## config.mk

```make
export PLATFORM = sky130hd
export DESIGN_NAME = uart_tx_flat
export DESIGN_NICKNAME = d
export VERILOG_FILES = /design/src/rtl/uart_tx_if.sv /design/src/rtl/uart_tx.sv /design/src/flat_wrapper.sv
export SDC_FILE = /design/constraint.sdc
export NUM_CORES = 1
export LEC_CHECK = 0
export CORE_MARGIN = 1
export CORE_UTILIZATION = 30
export DETAILED_ROUTE_END_ITERATION = 6
export GPL_ROUTABILITY_DRIVEN = 0
export PLACE_DENSITY = 0.5
export SLEW_MARGIN = 20
export SYNTH_ARGS = -nofsm -noshare
export SYNTH_HDL_FRONTEND = slang
export SYNTH_SLANG_ARGS = --single-unit
```

## constraint.sdc

```tcl
create_clock -name i_clk -period 4 [get_ports i_clk]
set_clock_uncertainty 0.05 [all_clocks]
set_input_delay 0.6 -clock i_clk [delete_from_list [all_inputs] [get_ports i_clk]]
set_output_delay 0.6 -clock i_clk [all_outputs]
set_load 0.03 [all_outputs]
```

## src/rtl/uart_tx_if.sv

```systemverilog
// Host-side handshake and line signals of the UART transmitter.
// The host drives i_wr/i_data and observes status; the transmitter owns the o_* signals.
interface uart_tx_if #(
   parameter int DATA_BITS = 8
);
   logic                 i_wr;
   logic [DATA_BITS-1:0] i_data;
   logic                 o_busy;
   logic                 o_done;
   logic [2:0]           o_state;
   logic                 o_uart_tx;

   modport master (
      output i_wr, i_data,
      input  o_busy, o_done, o_state, o_uart_tx
   );

   modport slave (
      input  i_wr, i_data,
      output o_busy, o_done, o_state, o_uart_tx
   );
endinterface

```

## src/rtl/uart_tx.sv

```systemverilog
// UART transmitter: start bit, LSB-first data, optional parity, 1 or 2 stop bits.
// One word is accepted when idle; writes while busy are dropped.
module uart_tx #(
   parameter int CLKS_PER_BIT = 868,
   parameter int DATA_BITS    = 8,
   parameter int PARITY       = 0,
   parameter int STOP_BITS    = 1
) (
   input  logic     i_clk,
   input  logic     i_reset,
   uart_tx_if.slave io_bus
);

   typedef enum logic [2:0] {
      S_IDLE   = 3'd0,
      S_START  = 3'd1,
      S_DATA   = 3'd2,
      S_PARITY = 3'd3,
      S_STOP   = 3'd4
   } state_t;

   localparam int               CNT_W      = (CLKS_PER_BIT > 1) ? $clog2(CLKS_PER_BIT) : 1;
   localparam logic [CNT_W-1:0] CNT_RELOAD = CNT_W'(CLKS_PER_BIT - 1);
   localparam logic [3:0]       LAST_DATA  = 4'(DATA_BITS - 1);
   localparam logic [3:0]       LAST_STOP  = 4'(STOP_BITS - 1);
   localparam logic             ODD_PARITY = (PARITY == 1);

   state_t               r_state, w_state_next;
   logic [CNT_W-1:0]     r_cnt, w_cnt_next;
   logic [3:0]           r_bit, w_bit_next;
   logic [DATA_BITS-1:0] r_shift, w_shift_next;
   logic                 r_parity, w_parity_next;
   logic                 r_done, w_done_next;
   logic                 r_tx, w_tx_next;
   logic                 w_tick;

   assign w_tick = (r_cnt == '0);

   // NOTE: state registers use non-blocking assignments so every flop samples pre-edge values.
   always_ff @(posedge i_clk) begin
      if (i_reset) begin
         r_state  <= S_IDLE;
         r_cnt    <= '0;
         r_bit    <= '0;
         r_shift  <= '0;
         r_parity <= 1'b0;
         r_done   <= 1'b0;
         r_tx     <= 1'b1;
      end else begin
         r_state  <= w_state_next;
         r_cnt    <= w_cnt_next;
         r_bit    <= w_bit_next;
         r_shift  <= w_shift_next;
         r_parity <= w_parity_next;
         r_done   <= w_done_next;
         r_tx     <= w_tx_next;
      end
   end

   // NOTE: every output of this block gets a default first so no latch can be inferred.
   always_comb begin
      w_state_next  = r_state;
      w_cnt_next    = r_cnt;
      w_bit_next    = r_bit;
      w_shift_next  = r_shift;
      w_parity_next = r_parity;
      w_done_next   = 1'b0;
      w_tx_next     = 1'b1;

      if (r_state != S_IDLE) begin
         w_cnt_next = w_tick ? CNT_RELOAD : r_cnt - CNT_W'(1);
      end

      case (r_state)
         S_IDLE: begin
            w_cnt_next = CNT_RELOAD;
            w_bit_next = '0;
            if (io_bus.i_wr) begin
               w_state_next  = S_START;
               w_shift_next  = io_bus.i_data;
               w_parity_next = (^io_bus.i_data) ^ ODD_PARITY;
            end
         end
         S_START: begin
            if (w_tick) w_state_next = S_DATA;
         end
         S_DATA: begin
            if (w_tick) begin
               w_shift_next = r_shift >> 1;
               if (r_bit == LAST_DATA) begin
                  w_bit_next   = '0;
                  w_state_next = (PARITY != 0) ? S_PARITY : S_STOP;
               end else begin
                  w_bit_next = r_bit + 4'd1;
               end
            end
         end
         S_PARITY: begin
            if (w_tick) w_state_next = S_STOP;
         end
         S_STOP: begin
            if (w_tick) begin
               if (r_bit == LAST_STOP) begin
                  w_bit_next   = '0;
                  w_state_next = S_IDLE;
                  w_done_next  = 1'b1;
               end else begin
                  w_bit_next = r_bit + 4'd1;
               end
            end
         end
         default: w_state_next = S_IDLE;
      endcase

      // Line level is decided from the upcoming state so r_tx changes together with r_state.
      case (w_state_next)
         S_START:  w_tx_next = 1'b0;
         S_DATA:   w_tx_next = w_shift_next[0];
         S_PARITY: w_tx_next = w_parity_next;
         default:  w_tx_next = 1'b1;
      endcase
   end

   assign io_bus.o_busy    = (r_state != S_IDLE);
   assign io_bus.o_done    = r_done;
   assign io_bus.o_state   = r_state;
   assign io_bus.o_uart_tx = r_tx;

endmodule

```

## src/flat_wrapper.sv

```systemverilog
// flat-port wrapper written by rule: the top's interface ports become plain ports
module uart_tx_flat 
#(
   parameter int CLKS_PER_BIT = 868,
   parameter int DATA_BITS    = 8,
   parameter int PARITY       = 0,
   parameter int STOP_BITS    = 1
)
  (i_clk, i_reset, io_bus_i_wr, io_bus_i_data, io_bus_o_busy, io_bus_o_done, io_bus_o_state, io_bus_o_uart_tx);
  uart_tx_if #(.DATA_BITS(DATA_BITS)) io_bus_i ();
  input  logic i_clk;
  input  logic i_reset;
  input wire logic [$bits(io_bus_i.i_wr)-1:0] io_bus_i_wr;
  input wire logic [$bits(io_bus_i.i_data)-1:0] io_bus_i_data;
  output wire logic [$bits(io_bus_i.o_busy)-1:0] io_bus_o_busy;
  output wire logic [$bits(io_bus_i.o_done)-1:0] io_bus_o_done;
  output wire logic [$bits(io_bus_i.o_state)-1:0] io_bus_o_state;
  output wire logic [$bits(io_bus_i.o_uart_tx)-1:0] io_bus_o_uart_tx;
  assign io_bus_i.i_wr = io_bus_i_wr;
  assign io_bus_i.i_data = io_bus_i_data;
  assign io_bus_o_busy = io_bus_i.o_busy;
  assign io_bus_o_done = io_bus_i.o_done;
  assign io_bus_o_state = io_bus_i.o_state;
  assign io_bus_o_uart_tx = io_bus_i.o_uart_tx;
  uart_tx #(.CLKS_PER_BIT(CLKS_PER_BIT), .DATA_BITS(DATA_BITS), .PARITY(PARITY), .STOP_BITS(STOP_BITS)) u_core (.i_clk(i_clk), .i_reset(i_reset), .io_bus(io_bus_i));
endmodule
```

Yosys cells after proc, flatten, opt, wreduce, memory -nomap -nowiden
Cells that the tools add are included.
{"block": "totals", "in_bits": 11, "out_inout_bits": 6, "elab_cells": 59, "reg_bits": 28}
{"block": "classes", "mux": 23, "reduce_logical": 12, "eq_ne": 11, "n_bitwise": 2, "n_addsub": 2}
{"cell": "$mux 10", "count": 3}
{"cell": "$mux 3", "count": 7}
{"cell": "$mux 4", "count": 4}
{"cell": "$mux 8", "count": 2}
{"cell": "$pmux 8 s2", "count": 1}
{"cell": "$pmux 3 s5", "count": 1}
{"cell": "$eq 3x2->1 const B", "count": 4}
{"cell": "$pmux 4 s3", "count": 1}
{"cell": "$logic_not 10->1", "count": 1}
{"cell": "$sub 10x1->10 const B", "count": 1}
{"cell": "$reduce_xor 8->1", "count": 1}
{"cell": "$eq 3x1->1 const B", "count": 2}
{"cell": "$reduce_and 3->1", "count": 2}
{"cell": "$reduce_bool 3->1", "count": 2}
{"cell": "$add 4x1->4 const B", "count": 1}
{"cell": "$eq 4x3->1 const B", "count": 1}
{"cell": "$logic_not 4->1", "count": 1}
{"cell": "$ne 2x1->1 const B", "count": 2}
{"cell": "$reduce_bool 2->1", "count": 2}
{"cell": "$eq 3x3->1 const B", "count": 1}
{"cell": "$logic_not 3->1", "count": 1}
{"cell": "$mux 1", "count": 3}
{"cell": "$pmux 1 s3", "count": 1}
{"cell": "$reduce_or 3->1", "count": 1}
{"cell": "3 further kinds", "count": 4}

Depth between registers and ports, before layout
Gate-level depths: netlist of the first run.
{"block": "depth", "word_depth": 6, "ltp_mapped": 8, "ltp_nobuf": 7}

Worst setup path before layout of the first run
No wires, ideal clock.
{"block": "synth_timing", "path_kind": "register -> register", "start": "register u_core.r_state[1], in the netlist u_core.io_bus.o_state[1]", "end": "register u_core.r_tx, in the netlist u_core.io_bus.o_uart_tx", "stages_incl_launch_ff": 7, "setup_time_ns": 0.086, "required_time_ns": 3.864, "n_path_buf": 1, "setup_slack_ns": 1.792, "t_arrival_ns": 2.073, "synth_period_minus_slack_ns": 2.208, "cell_sequence": "dfxtp_1 clkbuf_1 or3b_2 nor4_4 mux2i_1 nor4_2 a211oi_1"}
{"block": "synth_via", "elab_chain_len": 5, "word_cells_on_any_way": 19, "cone_classes": "eq/ne: 7; mux: 11; reduce/logical: 1"}
{"item": "start, declared", "line_no": "uart_tx.sv:28", "rtl": "state_t r_state, w_state_next;"}
{"item": "start signal, assigned", "line_no": "uart_tx.sv:50", "rtl": "r_state <= w_state_next;"}
{"item": "$mux 3 (on tied branches)", "line_no": "uart_tx.sv:103, uart_tx.sv:90"}
{"item": "$mux 3 (on tied branches)", "line_no": "uart_tx.sv:102, uart_tx.sv:88"}
{"item": "$pmux 3 s5", "line_no": "uart_tx.sv:74", "rtl": "case (r_state)"}
{"item": "$eq 3x2->1 / $eq 3x1->1 (equally long branches)", "line_no": "uart_tx.sv:116", "rtl": "case (w_state_next)"}
{"item": "$pmux 1 s3 *", "line_no": "uart_tx.sv:116"}
{"item": "end signal, assigned", "line_no": "uart_tx.sv:56", "rtl": "r_tx <= w_tx_next;"}
{"item": "end, declared", "line_no": "uart_tx.sv:34", "rtl": "logic r_tx, w_tx_next;"}
Mark *: on every way between the ends. The rest lies on a longest branch, timed or not.
A chain may end at the register's enable or synchronous reset.

Final worst setup path of the first run
{"block": "layout_timing", "start": "register u_core.r_state[0], in the netlist u_core.io_bus.o_state[0]", "end": "output io_bus_o_busy"}
{"block": "layout_via", "elab_chain_len": 1}
{"item": "$reduce_bool 3->1", "line_no": "uart_tx.sv:124", "rtl": "assign io_bus.o_busy = (r_state != S_IDLE);"}
{"item": "end, declared", "line_no": "flat_wrapper.sv:15", "rtl": "output wire logic [$bits(io_bus_i.o_busy)-1:0] io_bus_o_busy;"}
Every way passes these cells.

==> run_results.csv, run 1 <==
group,metric,value,unit
run_status,run_status,"completed",
setup_path,startpoint_type,"register",
clocking,cts-buffers-inserted,3,
logic_synthesis,synth_sequential_area_ratio,0.385,
floorplanning,io-pin-count,17,
global_routing,grt_util_all_layers,0.131,
logic_synthesis,synthesis.instances,174,
cells_and_area,final_net_count,202,
placed_design,buffers_added_on_ports,16,
floorplanning,die_width,71.7,um
run,max_cap_viol_count,0,
sta,timing.final.hold_violations,0,
cells_and_area,drive_above_1_share,0.0749,
clocking,clk_root_buffer_cell,"clkbuf_8",
logic_synthesis,synth.top_cells.by_count,"dfxtp_1 (28), nand2_1 (21), a21oi_1 (20), nor2_1 (18), xnor2_1 (11)",
detailed_routing,wl_met3,97,um
cells_and_area,fin_cells,239,
logic_synthesis,postSynth.asyncResetShare,0,
clocking,clock_pin_slew_worst_setup_and_hold_paths,0.10,ns
floorplanning,placeableCoreArea,4500,um^2
setup_path,critical_setup_path_kind,"register to primary output",
clocking,ctsHtreeMaxLevel,1,
sta,min_period_over_period,0.646,
clocking,cts_resized,0,
detailed_routing,m1WireLength,1570,um
floorplanning,total_die_area,5140,um^2
logic_synthesis,syn_nets,188,
cells_and_area,antenna_cells,0,
power,power.leakage,0.000586,uW
sta,timing.slew.headroom,0.409,
logic_synthesis,synth.cell_area,1460,um^2
logic_synthesis,synth.ff_latch_count,28,
setup_path,timing.reg2reg.worst_path_depth,7,
cells_and_area,area_growth_syn_to_layout,17.5,%
placed_design,place_inst,235,
setup_path,setup.worst_path.end_class,"primary output",
placed_design,postPlaceCellArea,1660,um^2
clocking,clock_latency,0.28,ns
logic_synthesis,yosys.cell_count.top_type,"dfxtp_1",
sta,timing.fmax,387,MHz
min_path,min_delay_worst_endpoint,"u_core.r_shift[5]$_SDFFE_PP0P_",
detailed_routing,routed_wire_length_per_instance,12.9,um
min_path,min-delay-start,"u_core.r_shift[5]$_SDFFE_PP0P_",
floorplanning,rows,24,
setup_path,startpoint_of_the_most_critical_register_to_register_path,"u_core.r_cnt[0]$_SDFF_PP0_",
sta,timing.final.crit_period,2.59,ns
setup_path,critical_path_peak_fanout,14,
sta,worst_slew_pin_slew,0.884,ns
setup_path,capturing_point_of_the_worst_reg2reg_path,"u_core.io_bus.o_uart_tx$_SDFF_PP1_",
detailed_routing,drc_errors,0,
detailed_routing,top_signal_layer_used,"met4",
floorplanning,die_height,71.7,um
global_routing,grt_first_pass_wirelength,5360,um
global_routing,via_count_of_the_first_global_routing_pass,1186,
sta,slew_limit_fails,0,
detailed_routing,antenna_left,0,
logic_synthesis,synth_edf_count,0,
placed_design,place_hpwl,2270,um
global_routing,grt_start_max_net_pins,19,
sta,final-setup-viol-count,0,
logic_synthesis,synth_cell_type_count,38,
logic_synthesis,yosys_warnings,0,
clocking,cts_setup_buffers,0,
clocking,clock_tree_from_tritoncts,"done",
clocking,clkSinkCount,28,
power,power.density_cell_area,562,nW/um^2
setup_path,timing.critical_path.arrival,1.94,ns
global_routing,grt_overflow_total,0,
detailed_routing,route.detailed.vias_per_inst,5.22,
cells_and_area,fin_area,1710,um^2
setup_path,crit_required,3.35,ns
min_path,min-delay-path-class,"register to register",
logic_synthesis,synth_top_area_share,0.385,
sta,rsz0062_at_grt,"false",
detailed_routing,drt-total-wl,3090,um
power,power.ir.vdd_worst,0.000226,V
detailed_routing,via_count,1247,
logic_synthesis,synth-main-ff-cell,"dfxtp_1",
detailed_routing,met2_wirelength,1380,um
logic_synthesis,post-synth-top-area-cell,"dfxtp_1",
detailed_routing,iter_0_drt_violations,59,
logic_synthesis,syn_area_per_cell,8.37,um^2
clocking,longest_clk_path_bufs,2,
logic_synthesis,post_synth_main_area_contributors,"dfxtp_1 (38%), a21oi_1 (6.9%), xnor2_1 (6.6%), nand2_1 (5.4%), nor2_1 (4.6%)",
sta,fin_setup_tns,0,ns
setup_path,regToRegSetupSlack,1.57,ns
global_routing,number_of_antenna_violations_at_the_first_check_in_global_routing,0,
clocking,post_cts_hold_buffer_count,0,
detailed_routing,detailedRoute.firstPassIterationCount,4,
min_path,holdPathStages,2,
floorplanning,start_util,0.323,
-- flip-flops by register name, indices dropped and copies added, names as in the netlist --
register and flops:
u_core.io_bus.o_uart_tx 1, u_core.r_bit 4, u_core.r_shift 8, u_core.r_parity 1, u_core.io_bus.o_state 3, u_core.io_bus.o_done 1
u_core.r_cnt 10
-- power breakdown --
group / internal [uW] / leakage, uW / switching [uW]
Combinational: 168 / 0.000327 / 224
Clock: 88.2 / 0.0000288 / 90.3
Sequential: 330 / 0.000230 / 62.1
Total: 586 / 0.000586 / 376
-- critical path, cell delays in order (launching register included) --
cell and delay, ns:
dfxtp_1 0.63, nor2_1 0.15, nand2_1 0.18, clkdlybuf4s50_1 0.70
-- cell families after synthesis --
kind of cell / count (synthesis) / share of synthesized area
AOI/OAI and AO/OA: 36 / 0.155
xor gates and xnor gates: 13 / 0.0782
adders and majority gates: 3 / 0.0258
buffers and inverters: 15 / 0.0404
DFF: 28 / 0.385
muxes: 4 / 0.0275
and+or+nand+nor: 75 / 0.289
-- cell type report --
class	instances	area, um^2
clock buffers	4	55.1
fillers	475	2790
inverters	7	26.3
multi-input cells	131	837
flip-flops and latches	28	561
well taps	52	65.1
repair buffers	17	168
-- metrics by stage --
step                setup slack, ns  total power, uW  hold WS [ns]  utilization
floorplan                      1.79              688         0.386            -
global placement               1.51              785         0.402        0.368
detailed placement             1.45              792         0.403        0.368
CTS                            1.40              974         0.418        0.380
global route                   1.32             1040         0.439        0.380
finish                         1.41              962         0.412        0.380
-- worst max path at each step --
stage	endpoint	slack, ns	depth (start not counted)	from
6_report	io_bus_o_busy	1.41	3	u_core.io_bus.o_state[0]$_SDFF_PP0_
5_1_grt	io_bus_o_busy	1.32	3	u_core.io_bus.o_state[0]$_SDFF_PP0_
4_1_cts	io_bus_o_busy	1.40	3	u_core.io_bus.o_state[0]$_SDFF_PP0_
3_5_place_dp	u_core.io_bus.o_uart_tx$_SDFF_PP1_	1.45	6	io_bus_i_wr
3_3_place_gp	u_core.io_bus.o_uart_tx$_SDFF_PP1_	1.51	6	io_bus_i_wr
2_1_floorplan	u_core.io_bus.o_uart_tx$_SDFF_PP1_	1.79	6	u_core.io_bus.o_state[1]$_SDFF_PP0_
-- cells in the final DEF, fill, tap and decap left out, types with 2 or more instances in the layout --
cell / n
nand3_1: 2
nor3b_1: 2
or3b_2: 2
nand2_1: 21
a211oi_1: 2
xnor2_1: 11
ha_1: 3
nand2b_1: 2
nor3_1: 10
nor4b_2: 2
nor4_1: 4
clkdlybuf4s50_1: 16
nand3b_1: 2
clkbuf_8: 4
a21oi_1: 20
o21ai_0: 2
dfxtp_1: 28
nor2_1: 18
a22oi_1: 6
inv_1: 7
mux2i_1: 4
xor2_1: 2
-- layer usage --
| metal | up-vias | track usage |
|---|---|---|
| li1 | 643 | - |
| met4 | 0 | 0.0458 |
| met1 | 581 | 0.181 |
| met5 | - | 0 |
| met3 | 4 | 0.0183 |
| met2 | 19 | 0.210 |
Power figures use the tool's default switching activity.
==> inputs of run 2 (changes only) <==
clock period = 2.5 ns   (was 4 ns; I/O delays follow)
==> run_results.csv, run 2 (synthesis gave the netlist of run 1 again) <==
group,metric,value,unit
clocking,clock_latency,0.27,ns
power,power.ir.vdd_worst,0.000328,V
global_routing,via_count_of_the_first_global_routing_pass,1210,
cells_and_area,finalCoreUtilization,0.383,
cells_and_area,largest_reg_flops,10,
sta,timing.slew.headroom,0.591,
power,share_seq_of_total_power,0.406,
sta,timing.final.hold_violations,0,
cells_and_area,drive_above_1_share,0.0847,
run,max_cap_viol_count,0,
cells_and_area,layout_common_cells,"dfxtp_1 (28), nand2_1 (21), a21oi_1 (20)",
cells_and_area,antenna_cells,0,
global_routing,grt_start_max_net_pins,19,
setup_path,crit_required,2.08,ns
floorplanning,start_util,0.323,
power,power.density_cell_area,893,nW/um^2
sta,final-setup-viol-count,0,
power,power.leakage,0.000597,uW
setup_path,regToRegSetupSlack,0.26,ns
sta,rsz0062_at_grt,"false",
detailed_routing,route.detailed.vias_per_inst,5.18,
clocking,cts-buffers-inserted,3,
detailed_routing,via_count,1249,
setup_path,crit_buf_inv,1,
power,pwr-share-comb,0.412,
setup_path,setup.worst_path.end_class,"primary output",
setup_path,timing.critical_path.arrival,1.90,ns
power,internal-power,944,uW
setup_path,cpMaxStageDelayCell,"clkdlybuf4s50_1",
placed_design,postPlaceCellArea,1670,um^2
detailed_routing,detailedRoute.firstPassIterationCount,4,
clocking,cts_resized,0,
setup_path,capturing_point_of_the_worst_reg2reg_path,"u_core.r_bit[3]$_SDFFE_PP0P_",
cells_and_area,most_frequent_standard_cell_in_the_layout_excluding_fill_and_tap_cells,"dfxtp_1",
clocking,ctsHtreeMaxLevel,1,
detailed_routing,drt-total-wl,3080,um
global_routing,grt_first_pass_wirelength,5350,um
floorplanning,placeableCoreArea,4500,um^2
clocking,post_cts_hold_buffer_count,0,
setup_path,path_cells,"nor2_1 > nand2_1 > clkdlybuf4s50_1",
clocking,clock_pin_slew_worst_setup_and_hold_paths,0.09,ns
sta,fin_setup_tns,0,ns
min_path,min_delay_worst_endpoint,"u_core.r_shift[6]$_SDFFE_PP0P_",
setup_path,startpoint_of_the_most_critical_register_to_register_path,"u_core.r_cnt[0]$_SDFF_PP0_",
clocking,clkSinkCount,28,
floorplanning,die_height,71.7,um
cells_and_area,layout_top_registers,"u_core.r_cnt x10, u_core.r_shift x8, u_core.r_bit x4",
power,netSwitchingFraction,0.388,
sta,worst_slew_pin_slew,0.599,ns
cells_and_area,max_flop_register,"u_core.r_cnt",
min_path,min-delay-start,"u_core.r_shift[6]$_SDFFE_PP0P_",
setup_path,startpoint_type,"register",
setup_path,critical_setup_path_kind,"register to primary output",
clocking,longest_clk_path_bufs,2,
global_routing,grt_util_all_layers,0.128,
cells_and_area,area_growth_syn_to_layout,18.6,%
clocking,cts_setup_buffers,0,
placed_design,place_hpwl,2290,um
placed_design,dp_slack,0.262,ns
detailed_routing,routed_wire_length_per_instance,12.8,um
floorplanning,io-pin-count,17,
min_path,holdPathStages,2,
global_routing,number_of_antenna_violations_at_the_first_check_in_global_routing,0,
run_status,run_status,"completed",
global_routing,grt_overflow_total,0,
setup_path,cpPeakStageDelay,0.69,ns
floorplanning,total_die_area,5140,um^2
sta,min_period_over_period,0.928,
setup_path,worst_path_dominant_cell_family,"buffers and inverters",
power,p_switching,598,uW
floorplanning,rows,24,
detailed_routing,antenna_left,0,
detailed_routing,drc_errors,0,
sta,timing.final.crit_period,2.32,ns
setup_path,critical_path_peak_fanout,14,
sta,slew_limit_fails,0,
setup_path,cp-startpoint,"u_core.io_bus.o_state[0]$_SDFF_PP0_",
clocking,clk_root_buffer_cell,"clkbuf_8",
cells_and_area,final_net_count,204,
floorplanning,die_width,71.7,um
placed_design,buffers_added_on_ports,16,
detailed_routing,iter_0_drt_violations,86,
power,power_share_of_the_clock_group,0.182,
sta,setup_slack,0.180,ns
setup_path,timing.reg2reg.worst_path_depth,7,
sta,whs,0.412,ns
cells_and_area,fin_area,1730,um^2
clocking,clock_tree_from_tritoncts,"done",
sta,timing.fmax,431,MHz
min_path,min-delay-path-class,"register to register",
run 2: worst reg2reg max path, stage by stage (launching register included):
cell	delay, ns
dfxtp_1	0.34
inv_1	0.06
ha_1	0.20
nor4b_2	0.37
a41oi_1	0.23
a2111oi_0	0.60
nand3_1	0.14
a21oi_1	0.17
run 2: layout make-up:
cell class                 instances  area [um^2]
inverter                           7         26.3
tap                               52         65.1
multi-input combinational        131          837
clock buffer                       4         55.1
timing repair buffer              19          183
fill                             465         2780
sequential                        28          561
run 2: metal layers:
layer / GRT usage / part of all wire / vias up
met5: 0 / 0 / -
met4: 0.0392 / 0.011 / 0
met3: 0.0211 / 0.042 / 4
met2: 0.198 / 0.44 / 27
met1: 0.181 / 0.50 / 571
li1: - / - / 647
run 2: metrics by stage:
stage,std cells,power (uW)
after floorplan,174,1100
after global placement,237,1260
after detailed placement,237,1280
after CTS,241,1560
after global routing,241,1660
final,241,1540
run 2: power groups by stage:
stage	clock network [uW]	logic (uW)	registers, uW
3_5_place_dp	0	639	638
4_1_cts	292	642	627
6_report	281	635	626
2_1_floorplan	0	469	632
5_1_grt	311	705	642
3_3_place_gp	0	633	630
run 2: how the worst max path moves through the flow:
stage,slack [ns],cells after the start,to
2_1_floorplan,0.29,6,u_core.io_bus.o_uart_tx$_SDFF_PP1_
3_5_place_dp,0.26,5,u_core.io_bus.o_uart_tx$_SDFF_PP1_
3_3_place_gp,0.27,6,u_core.io_bus.o_uart_tx$_SDFF_PP1_
6_report,0.18,3,io_bus_o_busy
4_1_cts,0.17,3,io_bus_o_busy
5_1_grt,0.01,7,u_core.io_bus.o_uart_tx$_SDFF_PP1_
==> patch (config.mk and constraints of run 2) <==
`PARITY` is set to 0 in 2 places; all go to 1.
--- a/src/rtl/uart_tx.sv
+++ b/src/rtl/uart_tx.sv
@@ -3,7 +3,7 @@
 module uart_tx #(
    parameter int CLKS_PER_BIT = 868,
    parameter int DATA_BITS    = 8,
-   parameter int PARITY       = 0,
+   parameter int PARITY       = 1,
    parameter int STOP_BITS    = 1
 ) (
    input  logic     i_clk,
--- a/src/flat_wrapper.sv
+++ b/src/flat_wrapper.sv
@@ -3,7 +3,7 @@
 #(
    parameter int CLKS_PER_BIT = 868,
    parameter int DATA_BITS    = 8,
-   parameter int PARITY       = 0,
+   parameter int PARITY       = 1,
    parameter int STOP_BITS    = 1
 )
   (i_clk, i_reset, io_bus_i_wr, io_bus_i_data, io_bus_o_busy, io_bus_o_done, io_bus_o_state, io_bus_o_uart_tx);
Check against the original RTL: same outputs for any inputs over 10 cycles, from zero or initial values and one cycle with i_reset high; that may be too few to reach the edited logic, so the function may still have changed.
==> patch against run 2 <==
  * The run now ends with DRC left
  * Sequential cell count is the same
  * Area after synthesis shrank 1.2%
  * Design area grew 0.94%
  * Worst setup slack gained 0.019 ns
  * Wire length grew 9.3%
  * Critical path type is now register to register
  * Via count grew 0.64%
Power is not compared: it rests on default switching activity, and its combinational part moved more than twofold at a synthesized area within 25%.
==> patch: results (changes against run 2) <==
- Status: finished with violations (was finished clean)
- Failing checks: DRC
- Plain + repair buffers: 22 (was 19)
- Seq/Total Area, Yosys: 0.390 (was 0.385)
- Adder-Cell Fraction of Synth Area: 0.0261 (was 0.0258)
- Worst setup path end: u_core.r_bit[2] (was io_bus_o_busy)
- Crit path from: u_core.r_cnt[3] (was u_core.io_bus.o_state[0])
- Met2 GRT Util: 0.267 (was 0.198)
- Total track usage: 0.142 (was 0.128)
- DRC viols: 1 (was 0)
- Multi-input logic area: 838 um2 (was 837 um2)
- Reg-to-Reg End: u_core.r_bit[2] (was u_core.r_bit[3])
- Worst slack at placement: 0.216 ns (was 0.262 ns)
- Syn nets: 180 (was 188)
- Vias per cell: 5.30 (was 5.18)
- Final #Nets: 200 (was 204)
- Delay-heaviest family, CP: simple AND/OR/NAND/NOR gates (was buffers and inverters)
- Clock network share of area: 0.0316 (was 0.0319)
- Final WL: 3.37 mm (was 3.08 mm)
- Worst slew pin tran: 0.565 ns (was 0.599 ns)
- Worst-path maximum fanout: 7 (was 14)
- Fillers: 474 (was 465)
- Share of cells above drive strength 1: 0.103 (was 0.0847)
- Critical Path AT: 2.46 ns (was 1.90 ns)
- Distinct cell type count of the synthesized netlist: 40 (was 38)
- First-pass GRT wire length: 5.71 mm (was 5.35 mm)
- Met2 WL: 1.69 mm (was 1.37 mm)
- M1 GR Usage: 0.158 (was 0.181)
- DR pass1 iterations: 6 (was 4)
- Final period utilization: 0.920 (was 0.928)
- Hpwl dp: 2.52 mm (was 2.29 mm)
- DRT met1 WL: 1.53 mm (was 1.55 mm)
- Syn_area_per_cell: 8.67 um2 (was 8.37 um2)
- Post-synthesis compound-gate area fraction: 0.183 (was 0.155)
- Commonest cells in the netlist: dfxtp_1 (28), a21oi_1 (18), nand2_1 (12), nor2_1 (12), xnor2_1 (11) (was dfxtp_1 (28), nand2_1 (21), a21oi_1 (20), nor2_1 (18), xnor2_1 (11))
- Synth top area cells: dfxtp_1 (39%), xnor2_1 (6.7%), a21oi_1 (6.3%) (was dfxtp_1 (38%), a21oi_1 (6.9%), xnor2_1 (6.6%))
- R2r setup slk: 0.20 ns (was 0.26 ns)
- Crit path max-delay cell type: or4_1 (was clkdlybuf4s50_1)
- Inverter count: 5 (was 7)
- Multi-Input Combinational: 126 (was 131)
- Mux cell area share after synthesis: 0.0217 (was 0.0275)
- Post-synthesis xor/xnor area fraction: 0.0852 (was 0.0782)
- Largest net degree at the start of global routing: 18 (was 19)
- Sequential cell count: 28 (unchanged)
## patch: worst min path at each step
stage / start / slack, ns / end / cells after the start
4_1_cts: u_core.r_shift[3] / 0.42 / u_core.r_shift[3] / 2
6_report: u_core.r_shift[3] / 0.41 / u_core.r_shift[3] / 2
3_3_place_gp: u_core.r_cnt[0] / 0.39 / u_core.r_cnt[0] / 1
2_1_floorplan: u_core.r_cnt[0] / 0.38 / u_core.r_cnt[0] / 1
5_1_grt: u_core.r_shift[3] / 0.44 / u_core.r_shift[3] / 2
3_5_place_dp: u_core.r_shift[3] / 0.41 / u_core.r_shift[3] / 2
## patch: per-stage QoR
stage          hold WS, ns  utilization  instance area [um2]
5_1_grt              0.441        0.390                 1740
3_5_place_dp         0.405        0.377                 1690
4_1_cts              0.419        0.390                 1740
2_1_floorplan        0.383            -                 1440
3_3_place_gp         0.393        0.377                 1690
6_report             0.415        0.390                 1740
